`config.mk`:
```
export PLATFORM = sky130hd
export DESIGN_NAME = led7_scan_decoder
export DESIGN_NICKNAME = d
export VERILOG_FILES = /design/src/rtl/led7_scan_decoder.sv
export SDC_FILE = /design/constraint.sdc
export NUM_CORES = 1
export LEC_CHECK = 0
export CAP_MARGIN = 40
export CORE_ASPECT_RATIO = 0.6
export CORE_MARGIN = 3
export CORE_UTILIZATION = 55
export CTS_BUF_LIST = sky130_fd_sc_hd__clkbuf_4 sky130_fd_sc_hd__clkbuf_8 sky130_fd_sc_hd__clkbuf_16
export CTS_CLUSTER_SIZE = 40
export DETAILED_ROUTE_END_ITERATION = 10
export PLACE_DENSITY = 0.78
export SYNTH_ARGS = -nofsm -noshare
export SYNTH_HDL_FRONTEND = slang
export SYNTH_SLANG_ARGS = --single-unit
```
`constraint.sdc`:
```
create_clock -name clk -period 6.43 [get_ports clk]
set_input_delay 1.286 -clock clk [delete_from_list [all_inputs] [get_ports clk]]
set_output_delay 1.286 -clock clk [all_outputs]
set_load 0.01 [all_outputs]
```
`src/rtl/led7_scan_decoder.sv`:
```
// led7_scan_decoder: rebuilds per-digit values from a multiplexed active-low 7-segment bus,
// committing each digit only after STABLE_CNT identical samples and pulsing update on change.
module led7_scan_decoder #(
    parameter int NUM_DIGITS = 4,
    parameter int STABLE_CNT = 3,
    localparam int IW = (NUM_DIGITS > 1) ? $clog2(NUM_DIGITS) : 1
) (
    input  logic                    clk,
    input  logic                    rst_n,
    input  logic                    sample_en,
    input  logic [NUM_DIGITS-1:0]   an_in,
    input  logic [6:0]              seg_in,
    output logic [4*NUM_DIGITS-1:0] digit_val,
    output logic [NUM_DIGITS-1:0]   digit_blank,
    output logic [NUM_DIGITS-1:0]   digit_err,
    output logic                    update,
    output logic [IW-1:0]           upd_idx
);
    localparam logic [3:0] C_BLANK = 4'd10;
    localparam logic [3:0] C_ERR   = 4'd11;

    typedef enum logic [1:0] {S_EMPTY, S_TRACK, S_LOCKED} state_t;

    state_t          r_state;
    logic [IW-1:0]   r_idx;
    logic [3:0]      r_cls;
    logic [3:0]      r_cnt;

    logic [NUM_DIGITS-1:0] w_low;
    logic                  w_valid;
    logic [IW-1:0]         w_idx;
    logic [3:0]            w_cls;
    logic                  w_same;
    logic [3:0]            w_cnt_nxt;
    logic                  w_reach;
    logic                  w_commit;
    logic [3:0]            w_cur;
    logic [3:0]            w_new_val;
    logic                  w_new_blank;
    logic                  w_new_err;
    logic                  w_changed;

    always_comb begin
        case (seg_in)
            7'b0000001: w_cls = 4'd0;
            7'b1001111: w_cls = 4'd1;
            7'b0010010: w_cls = 4'd2;
            7'b0000110: w_cls = 4'd3;
            7'b1001100: w_cls = 4'd4;
            7'b0100100: w_cls = 4'd5;
            7'b0100000: w_cls = 4'd6;
            7'b0001111: w_cls = 4'd7;
            7'b0000000: w_cls = 4'd8;
            7'b0000100: w_cls = 4'd9;
            7'b1111111: w_cls = C_BLANK;
            default:    w_cls = C_ERR;
        endcase
    end

    // A sample is usable only when exactly one anode is driven low.
    always_comb begin
        w_low   = ~an_in;
        w_valid = (w_low != '0) && ((w_low & (w_low - 1'b1)) == '0);
        w_idx   = '0;
        for (int i = 0; i < NUM_DIGITS; i++)
            if (w_low[i]) w_idx = i[IW-1:0];
        w_same      = (r_state != S_EMPTY) && (w_idx == r_idx) && (w_cls == r_cls);
        w_cnt_nxt   = r_cnt + 4'd1;
        w_reach     = (w_cnt_nxt == 4'(STABLE_CNT));
        w_commit    = sample_en && w_valid &&
                      (w_same ? (r_state == S_TRACK && w_reach) : (STABLE_CNT == 1));
        w_cur       = digit_val[{w_idx, 2'b00} +: 4];
        w_new_val   = (w_cls < C_BLANK) ? w_cls : w_cur;
        w_new_blank = (w_cls == C_BLANK);
        w_new_err   = (w_cls == C_ERR);
        w_changed   = (w_new_val != w_cur) || (w_new_blank != digit_blank[w_idx]) ||
                      (w_new_err != digit_err[w_idx]);
    end

    always_ff @(posedge clk or negedge rst_n) begin
        if (!rst_n) begin
            r_state     <= S_EMPTY;
            r_idx       <= '0;
            r_cls       <= '0;
            r_cnt       <= '0;
            digit_val   <= '0;
            digit_blank <= '1;
            digit_err   <= '0;
            update      <= 1'b0;
            upd_idx     <= '0;
        end else begin
            update <= 1'b0;
            if (sample_en) begin
                if (!w_valid) begin
                    r_state <= S_EMPTY;
                    r_cnt   <= '0;
                end else if (w_same) begin
                    if (r_state == S_TRACK) begin
                        r_cnt <= w_cnt_nxt;
                        if (w_reach) r_state <= S_LOCKED;
                    end
                end else begin
                    r_idx   <= w_idx;
                    r_cls   <= w_cls;
                    r_cnt   <= 4'd1;
                    r_state <= (STABLE_CNT == 1) ? S_LOCKED : S_TRACK;
                end
                if (w_commit) begin
                    digit_val[{w_idx, 2'b00} +: 4] <= w_new_val;
                    digit_blank[w_idx]             <= w_new_blank;
                    digit_err[w_idx]               <= w_new_err;
                    if (w_changed) begin
                        update  <= 1'b1;
                        upd_idx <= w_idx;
                    end
                end
            end
        end
    end
endmodule

```
== Yosys cells after proc, flatten, opt, wreduce, memory -nomap -nowiden ==
Cells that the tools add are included.
Widths: inputs -> output; s select.
Word-level totals
  RAM bits: 0
  latch bits: 0
  memories: 0
  bits of input ports: 14
  bits in read-only memories: 0
  register bits: 39
Operators by class
  $add $sub $neg: 3
  magnitude comparators: 3
  equality and inequality tests: 21
  div/mod/pow operators: 0
  shift operators: 3
  bitwise operators: 3
  multiplexer cells: 25
  reductions and logical operators: 18
  multiply operators: 0
Operators by type and width (count)
  $pmux 4 s11: 1
  $eq 7x7->1 const B: 3
  $bwmux 16: 1
  $mux 4: 4
  $shift 4x6->16 const A: 1
  $shiftx 16x5->4: 1
  $shiftx 4x6->16: 1
  $eq 7x3->1 const B: 2
  $eq 7x6->1 const B: 2
  $mux 2: 6
  $reduce_and 3->1: 3
  $bwmux 4: 2
  $eq 4x4->1 const B: 2
  $mux 1: 8
  $eq 7x1->1 const B: 1
  $eq 7x4->1 const B: 1
  $eq 7x5->1 const B: 1
  $logic_and 1x1->1: 7
  $logic_not 7->1: 1
  $ne 3x2->1 const B: 2
  $neg 4->6: 1
  $add 4x1->4 const B: 1
  $and 4x4->4: 1
  $bmux 1 s2: 2
  18 further kinds: 21

== Depth between registers and ports, before layout ==
  depth after elaboration: 12
  gate-level depth with buffers: 10

== Worst setup path after synthesis ==
Ideal clock, no wire load.
  path type: input to register
  from: input port an_in[1]
  to: register upd_idx[0]
  library setup time: 128 ps
  slack: 2748 ps
  stages on the path: 8
  arrival time: 3554 ps
  cells stage by stage: clkbuf_1 > mux2_2 > a221o_1 > a21oi_1 > o21ai_0 > a2111oi_0 > a311o_1 > mux2_1
On the way
  cells in the longest elaborated chain, start to end: 10
  elaborated cells on any way between the ends: 27
  those cells by class: 1 x add/sub; 4 x eq/ne; 1 x shift; 9 x mux; 2 x bitwise; 10 x reduce/logical
RTL lines
  start: declaration: line 11  | input logic [NUM_DIGITS-1:0] an_in,
  $not 4->4 (*): line 62  | w_low = ~an_in;
  $mux 1: line 66  | if (w_low[i]) w_idx = i[IW-1:0];
  $mux 2 (2 in a row): line 66
  $shiftx 16x5->4 (tied with other cells): line 72  | w_cur = digit_val[{w_idx, 2'b00} +: 4];
  $mux 4 (tied with other cells): line 73  | w_new_val = (w_cls < C_BLANK) ? w_cls : w_cur;
  $ne 4x4->1 (tied with other cells): line 76  | w_changed = (w_new_val != w_cur) || (w_new_blank != digit_blank[w_idx]) ||
  $logic_or 1x1->1 or $mux 1 (tied branches): line 76, 71
  $logic_or 1x1->1 or $logic_and 1x1->1 (tied branches): line 76, 70
  $reduce_and 3->1 (no line)
  end signal: assignment: line 114  | upd_idx <= w_idx;
  end: declaration: line 17  | output logic [IW-1:0] upd_idx
Mark *: on every way between the ends. The rest lies on a longest branch, timed or not. The select of a mux whose other input is x is not followed.
A chain may end at the register's enable or synchronous reset.

== Final worst setup path ==
  from: input port seg_in[5]
  to: register digit_val[8]
On the way
  cells in the longest elaborated chain, start to end: 7
  elaborated cells on any way between the ends: 21
  those cells by class: 1 x order compare; 11 x eq/ne; 1 x shift; 4 x mux; 4 x reduce/logical
RTL lines
  start: declaration: line 12  | input logic [6:0] seg_in,
  $eq 7x7->1 (tied with other cells): line 44  | case (seg_in)
  $pmux 4 s11 (*): line 44
  parallel branches: the longest is 5 deep, another holds $lt 4x4->1
  end signal: indexed assignment: line 109  | digit_val[{w_idx, 2'b00} +: 4] <= w_new_val;
  end: declaration: line 13  | output logic [4*NUM_DIGITS-1:0] digit_val,
Mark *: on every way between the ends.

==> impl_metrics.toml <==
[status]
status = "finished, final reports clean"

[setup_path]
critPathLaunchType = "input port"
required_ns = 6.60
worst-path-buf-inv = 1
crit_chain = "clkdlybuf4s50_1, and2b_2, a21oi_2, a221oi_2, or4_4, a211oi_2, nand4_1, mux2_2"
cp_top_family = "simple AND/OR/NAND/NOR gates"
crit_arrival_ns = 4.75
critPathMaxFanout = 14
critPathKind = "in2reg"
endpoint_kind = "flop"
worst_path_largest_cell_delay_ns = 0.72
cp_slowest_cell = "a211oi_2"

[clocking]
cts_resized = 0
worst_setup_hold_path_clk_slew_ns = 0.08
cts_setup_buffers = 0
clock-root-buffer = "clkbuf_8"
htreeDepth = 2
numCtsBuffers = 5
cts_buffer_depth = 2
insertion_delay_ns = 0.29
cts_tree = "yes"
cts.sinks = 39
postCtsHoldBufs = 0

[detailed_routing]
wirelength_um = 6210
routed_via_density = 6.10
firstDrtPassIters = 4
antenna_left = 0
drt_iter0_drc = 164
vias = 2190
drc = 0
wl_per_cell_um = 17.3

[die]
num_rows = 18
fp.dieW_um = 94.8
die_h_um = 59.3
die-area_um2 = 5620
coreArea_um2 = 4320
num_io_pins = 41
initial_core_util_pct = 60.2

[placement]
dp_hpwl_um = 4580
dp_cells = 351
place_congestion = 0.827
port_buffers = 40

[synthesis]
syn_inst = 261
synth_top_area_share_pct = 33.6
synth_cell_types = 59
synth_area_per_cell_um2 = 9.98
synth_top_cell_by_area = "dfrtp_1"
ys_warn_count = 0
ys_seq_area_share_pct = 37.7
synth_area_leaders = "dfrtp_1 (34%), mux2_2 (15%), nor2_1 (4.2%), dfstp_2 (4.0%), ha_1 (3.4%)"
synthArstFlopShare_pct = 100
synth_seq_cells = 39
synth_top_flop_cell = "dfrtp_1"
synth_edf_count = 0
syn_area_um2 = 2600
syn_nets = 282

[worst_hold_path]
hold_path.class = "reg2reg"

[sta]
relSlewSlack_pct = 46.0
grt_setup_unrepaired = "false"
skew_ns = 0.00577
timing.fmax_ghz = 0.218
finalSetupViolCount = 0
worst_pin_slew_ns = 0.808
timing.final.crit_share_pct = 71.2
slew_violations = 0
period_needed_ns = 4.58
fin_tns_setup_ns = 0
finalHoldViolCount = 0

[cells_and_area]
diodes = 0
fillers = 341
instances_no_fill = 359
fin_nets = 319
final_cell_mix = "clkdlybuf4s50_1 (39), mux2_2 (35), dfrtp_1 (35)"
final_common_cell = "clkdlybuf4s50_1"
syn_to_final_growth_pct = 19.7
drive_above_1_share_pct = 21.7

[global_routing]
grt_antenna_before_repair = 0
met3_usage_pct = 4.95
grt_first_pass_wirelength_um = 10200
grt_usage_pct = 23.7
grt_max_degree = 33
use_met1_pct = 39.2
grt_use_met2_pct = 31.9
grt-ovfl-total = 0
grt_pass1_vias = 1992
top_usage_layer = "met1"

[power]
leakagePower_uw = 0.00133
powerDensity_nw_per_um2 = 167
vdd_drop_max_v = 0.000101

[run]
cap_violations = 0
[metal layers]
metal	vias up	part of all wire [%]
met5	-	0
met4	0	0.29
met3	2	5.9
met2	70	42
met1	1076	52
li1	1042	-
[final timing paths]
check / start / to / slack (ns) / cells past startpoint
max: seg_in[5] / digit_val[8] / 1.85 / 8
min: upd_idx[0] / upd_idx[0] / 0.49 / 1
max reg2reg: r_cls[1] / digit_val[8] / 3.79 / 5
min reg2reg: upd_idx[0] / upd_idx[0] / 0.49 / 1
max in group asynchronous: rst_n / digit_blank[3] / 5.10 / 2
min in group asynchronous: rst_n / r_state[0] / 0.83 / 1
[worst register-to-register path, cell delays in order (launching register included)]
cell and delay (ns):
dfrtp_1 0.40, nand2_1 0.08, or4_4 0.43, a211oi_2 0.72
nand4_1 0.49, mux2_2 0.40
[synth_stat cells, types with 5 or more instances]
cell     number
nand2_1      13
a21o_1        5
nand3_1       7
dfrtp_1      35
ha_1          7
nor2_1       29
mux2_2       35
a21oi_1      12
o21ai_0       8
nor2b_1       9
nand4_1       6
xnor2_1       7
inv_1         8
[where the power goes]
| group | internal (uW) | switching (uW) | leakage (uW) |
|---|---|---|---|
| logic | 34.9 | 52.0 | 0.000783 |
| registers | 253 | 7.32 | 0.000506 |
| clock network | 80.2 | 91.6 | 0.0000446 |
[state kept, by name (all words and copies together) (netlist names)]
signal	count
update	1
digit_blank	4
r_idx	2
digit_val	16
digit_err	4
r_state	2
r_cnt	4
upd_idx	2
r_cls	4
[logic make-up after synthesis]
kind of cell	synth area share, %
XOR/XNOR	3.36
adder cells (fa/ha/maj)	3.36
multiplexers	16.8
flip-flops	37.7
AND/OR/NAND/NOR	18.8
AO/OA/AOI/OAI	15.8
buffers and inverters	4.23
[final cells by class]
cell class / instances / area (um^2) / share of cell area [%]
sequential: 39 / 981 / 31.5
multi-input combinational: 201 / 1510 / 48.6
clock inverter: 2 / 12.5 / 0.402
tap: 60 / 75.1 / 2.41
clock buffer: 6 / 76.3 / 2.45
timing repair buffer: 43 / 428 / 13.7
inverter: 8 / 30.0 / 0.964
[per-stage QoR]
stage / worst slack (ns) / power, uW / cell area [um^2] / hold slack (ns) / util (%)
after detailed placement: 1.58 / 350 / 3030 / 0.481 / 70.0
final: 1.85 / 519 / 3120 / 0.494 / 72.0
after CTS: 1.87 / 521 / 3120 / 0.499 / 72.0
after global placement: 1.60 / 346 / 2990 / 0.474 / 69.2
after global routing: 1.67 / 541 / 3120 / 0.504 / 72.0
after floorplan: 2.75 / 322 / 2600 / 0.465 / -
Note: power is estimated with default switching activity, not from simulation.
